### src/rtl/pc_fetch_unit_pkg.sv
// ----------------------------------------------------------------------------
// pc_fetch_unit_pkg
//   Definitions shared by the fetch unit and its neighbours:
//   - FSM state encoding for the fetch controller (2 bits).
//   - Default reset PC (word address).
//   - Next-PC select codes, so the decoder and the next-PC stage agree on
//     which code means "hold the current PC".
// ----------------------------------------------------------------------------
package pc_fetch_unit_pkg;

    typedef enum logic [1:0] {
        S_BOOT  = 2'b00,
        S_FETCH = 2'b01,
        S_VALID = 2'b10,
        S_ERR   = 2'b11
    } fetch_state_t;

    localparam logic [31:0] DEFAULT_RESET_PC = 32'h0000_0000;

    // NPC_HOLD makes npc == pc, which re-fetches the same word.
    typedef enum logic [1:0] {
        NPC_SEQ    = 2'b00,
        NPC_HOLD   = 2'b01,
        NPC_BRANCH = 2'b10,
        NPC_JUMP   = 2'b11
    } npc_sel_t;

endpackage

### src/rtl/pc_fetch_unit_fetch_watchdog.sv
// ----------------------------------------------------------------------------
// fetch_watchdog
//   Counts cycles spent waiting for an instruction-memory acknowledge and
//   flags the cycle in which the wait budget runs out.
//
//   Ports:
//     clk      in   rising-edge clock
//     rst_n    in   asynchronous active-low reset
//     enable   in   a fetch is outstanding and not acknowledged this cycle
//     clear    in   restart the count from zero (takes priority)
//     expired  out  this is the last allowed wait cycle and it is unacknowledged
//
//   ACK_TIMEOUT = 0 disables the watchdog (expired is tied low).
// ----------------------------------------------------------------------------
import pc_fetch_unit_pkg::*;

module fetch_watchdog #(
    parameter int unsigned ACK_TIMEOUT = 16,
    parameter int unsigned TMO_W       = 8
) (
    input  logic clk,
    input  logic rst_n,
    input  logic enable,
    input  logic clear,
    output logic expired
);

    localparam bit               WD_ON    = (ACK_TIMEOUT != 0);
    localparam logic [TMO_W-1:0] LAST_CNT = WD_ON ? TMO_W'(ACK_TIMEOUT - 1) : '0;
    localparam logic [TMO_W-1:0] CNT_MAX  = {TMO_W{1'b1}};

    logic [TMO_W-1:0] tmo_cnt;

    // Saturating counter: it stops at all-ones instead of wrapping, so a
    // disabled or oversized budget can never alias back to a small value.
    always_ff @(posedge clk or negedge rst_n) begin
        if (!rst_n) begin
            tmo_cnt <= '0;
        end else if (clear) begin
            tmo_cnt <= '0;
        end else if (enable && (tmo_cnt != CNT_MAX)) begin
            tmo_cnt <= tmo_cnt + 1'b1;
        end
    end

    assign expired = WD_ON && enable && (tmo_cnt == LAST_CNT);

endmodule

### src/rtl/pc_fetch_unit.sv
// ----------------------------------------------------------------------------
// pc_fetch_unit
//   Holds the architectural PC and fetches the instruction word at PC from a
//   word-addressed instruction memory that may insert wait states.
//
//   Ports:
//     clk          in   rising-edge clock
//     rst_n        in   asynchronous active-low reset
//     npc          in   next PC from the next-PC stage (combinational from pc)
//     pc           out  current PC register
//     imem_req     out  fetch request, held high until imem_ack
//     imem_addr    out  fetch word address (equals pc while imem_req=1)
//     imem_rdata   in   instruction word, valid with imem_ack
//     imem_ack     in   one-cycle response strobe
//     instr        out  captured instruction
//     instr_valid  out  instr holds the word fetched from pc
//     instr_ready  in   decoder consumes instr this cycle
//     fetch_err    out  sticky: acknowledge watchdog expired
//
//   pc only moves on the instr_valid & instr_ready handshake, so the next-PC
//   stage sees a stable pc for the whole fetch. Peak rate is one instruction
//   every two cycles.
// ----------------------------------------------------------------------------
import pc_fetch_unit_pkg::*;

module pc_fetch_unit #(
    parameter logic [31:0] RESET_PC    = DEFAULT_RESET_PC,
    parameter int unsigned ACK_TIMEOUT = 16,
    parameter int unsigned TMO_W       = 8
) (
    input  logic        clk,
    input  logic        rst_n,
    input  logic [31:0] npc,
    output logic [31:0] pc,
    output logic        imem_req,
    output logic [31:0] imem_addr,
    input  logic [31:0] imem_rdata,
    input  logic        imem_ack,
    output logic [31:0] instr,
    output logic        instr_valid,
    input  logic        instr_ready,
    output logic        fetch_err
);

    fetch_state_t state, state_d;
    logic [31:0]  pc_d, imem_addr_d, instr_d;
    logic         imem_req_d, instr_valid_d, fetch_err_d;
    logic         wd_enable, wd_clear, wd_expired;

    // The counter runs only while a fetch is outstanding and unanswered; it
    // is held at zero everywhere else so every fetch starts a fresh budget.
    assign wd_enable = (state == S_FETCH) && !imem_ack;
    assign wd_clear  = (state != S_FETCH) || imem_ack;

    fetch_watchdog #(
        .ACK_TIMEOUT (ACK_TIMEOUT),
        .TMO_W       (TMO_W)
    ) u_watchdog (
        .clk     (clk),
        .rst_n   (rst_n),
        .enable  (wd_enable),
        .clear   (wd_clear),
        .expired (wd_expired)
    );

    always_ff @(posedge clk or negedge rst_n) begin
        if (!rst_n) begin
            state       <= S_BOOT;
            pc          <= RESET_PC;
            imem_req    <= 1'b0;
            imem_addr   <= RESET_PC;
            instr       <= '0;
            instr_valid <= 1'b0;
            fetch_err   <= 1'b0;
        end else begin
            state       <= state_d;
            pc          <= pc_d;
            imem_req    <= imem_req_d;
            imem_addr   <= imem_addr_d;
            instr       <= instr_d;
            instr_valid <= instr_valid_d;
            fetch_err   <= fetch_err_d;
        end
    end

    // All outputs are registered, so this block computes their next values.
    // Acknowledge is checked before the watchdog: a reply on the last allowed
    // cycle is accepted rather than flagged.
    always_comb begin
        state_d       = state;
        pc_d          = pc;
        imem_req_d    = imem_req;
        imem_addr_d   = imem_addr;
        instr_d       = instr;
        instr_valid_d = instr_valid;
        fetch_err_d   = fetch_err;

        unique case (state)
            S_BOOT: begin
                // Any ack seen here belongs to a fetch killed by reset.
                state_d     = S_FETCH;
                imem_req_d  = 1'b1;
                imem_addr_d = pc;
            end
            S_FETCH: begin
                if (imem_ack) begin
                    instr_d       = imem_rdata;
                    instr_valid_d = 1'b1;
                    imem_req_d    = 1'b0;
                    state_d       = S_VALID;
                end else if (wd_expired) begin
                    fetch_err_d = 1'b1;
                    imem_req_d  = 1'b0;
                    state_d     = S_ERR;
                end
            end
            S_VALID: begin
                // npc is taken verbatim (no wrap check) and only here.
                if (instr_ready) begin
                    pc_d          = npc;
                    instr_valid_d = 1'b0;
                    imem_req_d    = 1'b1;
                    imem_addr_d   = npc;
                    state_d       = S_FETCH;
                end
            end
            S_ERR: begin
                imem_req_d    = 1'b0;
                instr_valid_d = 1'b0;
            end
            default: begin
                state_d = S_BOOT;
            end
        endcase
    end

endmodule

### config.mk
export PLATFORM = sky130hd
export DESIGN_NAME = pc_fetch_unit
export DESIGN_NICKNAME = d
export VERILOG_FILES = /design/src/rtl/pc_fetch_unit_pkg.sv /design/src/rtl/pc_fetch_unit_fetch_watchdog.sv /design/src/rtl/pc_fetch_unit.sv
export SDC_FILE = /design/constraint.sdc
export NUM_CORES = 1
export LEC_CHECK = 0
export BUFFER_PORTS_ARGS = -buffer_cell sky130_fd_sc_hd__buf_2
export CAP_MARGIN = 20
export CORE_ASPECT_RATIO = 0.9
export CORE_MARGIN = 5
export CORE_UTILIZATION = 36
export CTS_CLUSTER_DIAMETER = 60
export DETAILED_ROUTE_END_ITERATION = 6
export SYNTH_ARGS = -nofsm -noshare
export SYNTH_HDL_FRONTEND = slang
export SYNTH_HIERARCHICAL = 1
export SYNTH_SLANG_ARGS = --single-unit
### constraint.sdc
create_clock -name clk -period 2.5 [get_ports clk]
set_input_delay 0.125 -clock clk [delete_from_list [all_inputs] [get_ports clk]]
set_output_delay 0.125 -clock clk [all_outputs]
set_load 0.02 [all_outputs]
==> results.py, run 1 <==
metrics = {
    "run_status": {
        "status": "finished clean",
    },
    "clocking": {
        "cts.clk_slew.worst_paths_ps": 70,
        "clock_latency_ps": 340,
        "cts-root-buf": "clkbuf_16",
        "clockBufferDepth": 2,
        "cts_inserted_buffers": 9,
        "cts_tree": "built",
        "cts.htree.levels": 3,
        "cts-resized-gates": 0,
        "cts.sinks": 109,
    },
    "timing": {
        "setup_violations": 0,
        "rsz0062_at_grt": "false",
        "fmax_ghz": 0.5144,
        "fin_tns_setup_ps": 0,
        "slew_violations": 0,
        "min_period_ps": 1944,
        "worst_slew_pin_slew_ps": 869.5,
        "hold-worst-slack_ps": 16.71,
        "fin_ws_ps": 556.1,
        "fin_crit_sh_pct": 77.76,
        "worst_clock_skew_ps": 6.527,
        "hold_violations": 0,
        "relSlewSlack_pct": 41.72,
    },
    "floorplan": {
        "fp.coreArea_um2": 12740,
        "dieWidth_um": 130.3,
        "start_util_pct": 36.81,
        "die_h_um": 118.3,
        "rows": 39,
        "pin_count": 167,
        "design.die.area_um2": 15410,
    },
    "synth": {
        "yosysSeqAreaShare_pct": 58.18,
        "synth_fp_nets": 419,
        "synth_top_area_share_pct": 58.18,
        "synth_top_family_by_area": "multiplexers",
        "syn_area_um2": 4688,
        "synth_area_per_cell_um2": 13.39,
        "synth_compound_area_share_pct": 13.05,
        "synth.top_cells.by_area": "dfrtp_1, a22oi_1, mux2_4",
        "synth-simple-area-share_pct": 6.832,
        "synthMuxAreaShare_pct": 18.15,
        "yosysUniqueCellTypes": 39,
        "postSynthCellCount": 350,
        "yosysWarnings": 6,
        "synth_area_leader_cell": "dfrtp_1",
        "synthAdderAreaFrac_pct": 0.2669,
        "synthXorXnorAreaFrac_pct": 0,
        "ys_ff_latch": 109,
    },
    "pwr": {
        "seq_power_share_pct": 43.4,
        "finalPower_mw": 5.903,
        "swShare_pct": 33.03,
        "p_clk_share_pct": 25.4,
        "powerDensity_nw_per_um2": 974.4,
        "peakVddDrop_mv": 0.5698,
        "intPower_mw": 3.953,
        "comb_power_share_pct": 31.2,
        "p_switching_mw": 1.950,
        "p_leak_nw": 2.803,
    },
    "hold_path": {
        "holdCritPathClass": "in2reg",
        "min_to": "instr[15]$_DFFE_PN0P_",
        "hold_depth": 2,
        "min_from": "imem_rdata[15]",
    },
    "route": {
        "drt-initial-drc-count": 248,
        "postRouteWirelength_mm": 11.38,
        "vias": 3514,
        "wl_per_cell_um": 16.56,
        "firstDrtPassIters": 4,
        "remaining_drc_errors": 0,
        "vias_per_cell": 5.115,
        "final_antenna_net_count": 0,
    },
    "setup_path": {
        "cp_max_fo": 33,
        "cp.arrival_ps": 2160,
        "r2r-end": "instr[5]$_DFFE_PN0P_",
        "worst_r2r_path_depth": 2,
        "crit_required_ps": 2720,
        "crit_path_end_kind": "flop",
        "r2r-start": "state[1]$_DFFE_PN0P_",
        "criticalPathCategory": "reg2reg",
        "rrSetupSlack_ps": 560,
        "setup.worst_path.start_class": "flop",
    },
    "layout": {
        "regArea_um2": 2728,
        "area_delta_synth_final_pct": 29.22,
        "diodes": 0,
        "drive_above_1_share_pct": 49.52,
        "fillCellCount": 1127,
        "fin_cells": 687,
        "post-route-util_pct": 47.57,
        "final_nets": 587,
        "postLayoutCellArea_um2": 6058,
        "multi_input_area_um2": 1802,
    },
    "job": {
        "drv_cap": 0,
    },
    "place": {
        "dp.cells": 663,
        "dp.final_hpwl_mm": 7.926,
        "dp_slack_ps": 532.6,
        "dpl_cell_area_um2": 5662,
        "gp_congestion": 0.7538,
        "port_buffers": 166,
    },
    "grt": {
        "globalRouteTotalUtil_pct": 14.84,
        "grt_pass1_vias": 3728,
        "grt_max_degree": 65,
        "grt-ovfl-total": 0,
        "grt_pass1_wl_mm": 18.75,
        "grt_antenna_before_repair": 0,
    },
}
cell usage after synthesis (all sizes together):
| cell | count |
|---|---|
| a211oi | 4 |
| a21boi | 2 |
| a21o | 1 |
| a21oi | 5 |
| a22oi | 64 |
| and3 | 1 |
| and3b | 1 |
| and4 | 1 |
| buf | 16 |
| clkbuf | 6 |
| dfrtp | 109 |
| dlymetal6s2s | 1 |
| ha | 1 |
| inv | 3 |
| mux2 | 65 |
| mux2i | 1 |
| nand2 | 35 |
| nand2b | 2 |
| nand3 | 3 |
| nand3b | 1 |
| nand4 | 3 |
| nor2 | 6 |
| nor2b | 2 |
| nor3 | 1 |
| nor3b | 2 |
| nor4b | 2 |
| o21ai | 4 |
| o21ba | 1 |
| o21bai | 1 |
| o31ai | 1 |
| or2b | 1 |
| or3 | 3 |
| or4 | 1 |
power groups by stage:
stage,Clock (mW),Sequential (mW),Combinational (mW)
after global routing,1.63,2.63,1.96
after detailed placement,0,2.59,1.86
after floorplan,0,3.14,0.545
after CTS,1.56,2.56,1.87
after global placement,0,2.56,1.83
final,1.50,2.56,1.84
layout make-up:
type,count,share of cell area (%)
Clock buffer,11,3.841
Clock inverter,5,1.384
Inverter,3,0.1859
Multi-Input combinational cell,215,29.74
Sequential cell,109,45.02
Tap cell,164,3.387
Timing Repair Buffer,180,16.44
layer usage:
metal,vias to the layer above,part of all wire [%],routed length [um],GRT usage [%]
li1,1620,-,-,-
met1,1751,43,4917,19.25
met2,131,47,5331,23.97
met3,12,8.7,994,5.052
met4,0,1.2,134,3.506
met5,-,0,0,0
how the worst max path moves through the flow:
stage / start / end / cells past startpoint
after floorplan: state[1]$_DFFE_PN0P_ / imem_req$_DFFE_PN0P_ / 5
after global placement: state[1]$_DFFE_PN0P_ / instr[14]$_DFFE_PN0P_ / 2
after detailed placement: state[1]$_DFFE_PN0P_ / instr[5]$_DFFE_PN0P_ / 2
after CTS: state[1]$_DFFE_PN0P_ / instr[5]$_DFFE_PN0P_ / 2
after global routing: state[1]$_DFFE_PN0P_ / instr[11]$_DFFE_PN0P_ / 2
final: state[1]$_DFFE_PN0P_ / instr[5]$_DFFE_PN0P_ / 2
cells in the final DEF (no fill, tap or decap), types with 4 or more instances in the layout:
cell	synthesis	layout
dlygate4sd3_1	0	8
nor2_1	6	5
clkbuf_16	0	9
mux2_4	29	29
dfrtp_1	109	109
a22oi_1	64	64
a21oi_1	5	5
nand2_1	35	35
buf_2	8	165
mux2_2	36	36
buf_4	3	4
cells by family after synthesis:
kind of cell,Yosys count
AND/OR/NAND/NOR,65
adder cells (fa/ha/maj),1
AO/OA/AOI/OAI,83
multiplexers,66
flip-flops,109
buffers and inverters,26
registers in the layout, indices dropped and copies added (netlist names):
name and count:
state 2, imem_req 1, instr 32, pc 32
fetch_err 1, u_watchdog/tmo_cnt 8, instr_valid 1, imem_addr 32
worst max-delay path, stage by stage, from the launching register on:
cell and delay [ps]:
dfrtp_1 460, nand3b_2 800, mux2_2 540
timing repair:
action                    4_1_cts  5_1_grt
hold buffers                    8        0
setup buffers                   0        0
hold endpoints to repair       64        0
(Power assumes the default switching activity.)
==> inputs of run 2 (changes only) <==
==> constraint.sdc (replaced) <==
create_clock -name clk -period 1.7 [get_ports clk]
set_input_delay 0.085 -clock clk [delete_from_list [all_inputs] [get_ports clk]]
set_output_delay 0.085 -clock clk [all_outputs]
set_load 0.02 [all_outputs]
==> run 2 against run 1 <==
Against the previous run:
- fmax up 21%
- worst setup slack worse by 460 ps
- core utilization up 5.6 points
- sequential share of layout area down 4.7 points
- critical endpoint is now u_watchdog/tmo_cnt[0]$_DFFE_PN0P_
- largest cell class unchanged
==> results.py, run 2 (synthesis results as in run 1) <==
metrics = {
    "layout": {
        "multi_input_area_um2": 1807,
        "largest_registers": "imem_addr x32, instr x32, pc x32",
        "drive_above_1_share_pct": 46.63,
        "area_delta_synth_final_pct": 44.38,
        "final_cell_mix": "buf_2, dfrtp_1, a22oi_1, dlygate4sd3_1, mux2_2",
        "final_common_cell": "buf_2",
        "fillCellCount": 1075,
        "regArea_um2": 2728,
        "final_nets": 658,
        "postLayoutCellArea_um2": 6769,
        "fin_cells": 760,
    },
    "timing": {
        "fmax_ghz": 0.6239,
        "min_period_ps": 1603,
        "hold_violations": 0,
        "worst_slew_pin_slew_ps": 506.4,
        "fin_crit_sh_pct": 94.29,
        "fin_tns_setup_ps": 0,
        "setup_violations": 0,
        "slew_violations": 0,
        "relSlewSlack_pct": 66.09,
        "hold-worst-slack_ps": 10.46,
        "rsz0062_at_grt": "false",
        "worst_clock_skew_ps": 12.07,
    },
    "floorplan": {
        "start_util_pct": 36.81,
        "design.die.area_um2": 15410,
        "pin_count": 167,
        "dieWidth_um": 130.3,
        "die_h_um": 118.3,
        "rows": 39,
        "fp.coreArea_um2": 12740,
    },
    "route": {
        "remaining_drc_errors": 0,
        "postRouteWirelength_mm": 12.78,
        "firstDrtPassIters": 4,
        "vias_per_cell": 5.118,
        "vias": 3890,
        "drt-initial-drc-count": 194,
        "final_antenna_net_count": 0,
        "wl_per_cell_um": 16.82,
    },
    "setup_path": {
        "path_buf_inv": 0,
        "crit_path_max_incr_delay_ps": 420,
        "worstPathCellList": "ha_1 -> and3_1 -> a21boi_2 -> mux2_4",
        "cp.arrival_ps": 1830,
        "setup.worst_path.start_class": "flop",
        "crit_required_ps": 1920,
        "criticalPathCategory": "reg2reg",
        "crit_family": "flip-flops",
        "crit_path_end_kind": "flop",
        "cp_max_fo": 6,
        "slowest_stage": "dfrtp_1",
    },
    "pwr": {
        "powerDensity_nw_per_um2": 1296,
        "peakVddDrop_mv": 0.7883,
        "p_leak_nw": 3.130,
    },
    "grt": {
        "grt_use_met3_pct": 4.646,
        "grt_use_met2_pct": 26.96,
        "grt_antenna_before_repair": 2,
        "grt-ovfl-total": 0,
        "grt_pass1_wl_mm": 20.66,
        "top_usage_layer": "met2",
        "met1_usage_pct": 21.52,
        "grt_max_degree": 45,
        "globalRouteTotalUtil_pct": 16.50,
        "grt_pass1_vias": 4071,
    },
    "place": {
        "gp_congestion": 0.7812,
        "port_buffers": 166,
        "dpl_cell_area_um2": 5817,
        "dp.cells": 678,
        "dp.final_hpwl_mm": 8.580,
    },
    "clocking": {
        "clock_latency_ps": 340,
        "cts_inserted_buffers": 9,
        "cts_tree": "built",
        "clockBufferDepth": 2,
        "cts_setup_buffers": 0,
        "cts.htree.levels": 3,
        "cts-root-buf": "clkbuf_16",
        "cts.sinks": 109,
        "cts.clk_slew.worst_paths_ps": 70,
    },
    "hold_path": {
        "holdCritPathClass": "in2reg",
    },
    "run_status": {
        "status": "finished clean",
    },
    "job": {
        "drv_cap": 0,
    },
}
## run 2: changes by cell type in the layout (fill, tap and decap cells not counted), moves of 2 or more
| cell | delta |
|---|---|
| buf_12 | +3 |
| buf_4 | +12 |
| clkbuf_1 | -2 |
| clkinv_4 | +2 |
| clkinvlp_4 | -2 |
| diode_2 | +2 |
| dlygate4sd3_1 | +56 |
## run 2: per-layer routing
layer,up-vias,part of all wire (%)
li1,1767,-
met1,1953,43
met2,156,48
met3,14,8.2
met4,0,1.4
met5,-,0
## run 2: metrics by stage
step / utilization [%] / setup slack [ps] / power (mW)
6_report: 53.15 / 97.05 / 8.770
4_1_cts: 53.11 / 109.2 / 8.870
3_5_place_dp: 45.67 / 116.3 / 6.533
2_1_floorplan: - / 42.97 / 5.425
3_3_place_gp: 45.67 / 154.1 / 6.480
5_1_grt: 53.15 / 2.135 / 9.212
## run 2: cell type report
type	instances	area share, %
sequential	109	40.30
multi-input combinational	215	26.69
timing repair buffer	251	25.21
clock buffer	9	3.327
tap	164	3.031
clock inverter	7	1.201
inverter	3	0.1664
antenna	2	0.07394
## run 2: path summary, 6_finish.rpt
path                                                      to  cells after the start  slack [ps]                               from
min in group asynchronous          imem_addr[17]$_DFFE_PN0P_                      2         230                              rst_n
min                                imem_addr[19]$_DFFE_PN0P_                      3          10                            npc[19]
min reg2reg                            fetch_err$_DFFE_PN0P_                      1         460              fetch_err$_DFFE_PN0P_
max in group asynchronous  u_watchdog/tmo_cnt[7]$_DFFE_PN0P_                      3         770                              rst_n
max                        u_watchdog/tmo_cnt[0]$_DFFE_PN0P_                      4         100  u_watchdog/tmo_cnt[0]$_DFFE_PN0P_
max reg2reg                u_watchdog/tmo_cnt[0]$_DFFE_PN0P_                      4         100  u_watchdog/tmo_cnt[0]$_DFFE_PN0P_
## run 2: worst reg2reg max path: cells and delay by family, from the launching register on
kind	cells	cell delay, ps
adder cells (fa/ha/maj)	1	270
multiplexers	1	320
AND/OR/NAND/NOR	1	260
AO/OA/AOI/OAI	1	230
flip-flops	1	420
## run 2: power breakdown
part           internal, mW  switching [mW]
Combinational          1.31            1.53
Sequential             3.29           0.488
Clock                  1.17           0.986
Total                  5.77            3.00
## run 2: timing repair
item	CTS	global route
gates resized for setup	0	0
hold buffers	64	0
hold endpoints to repair	125	0
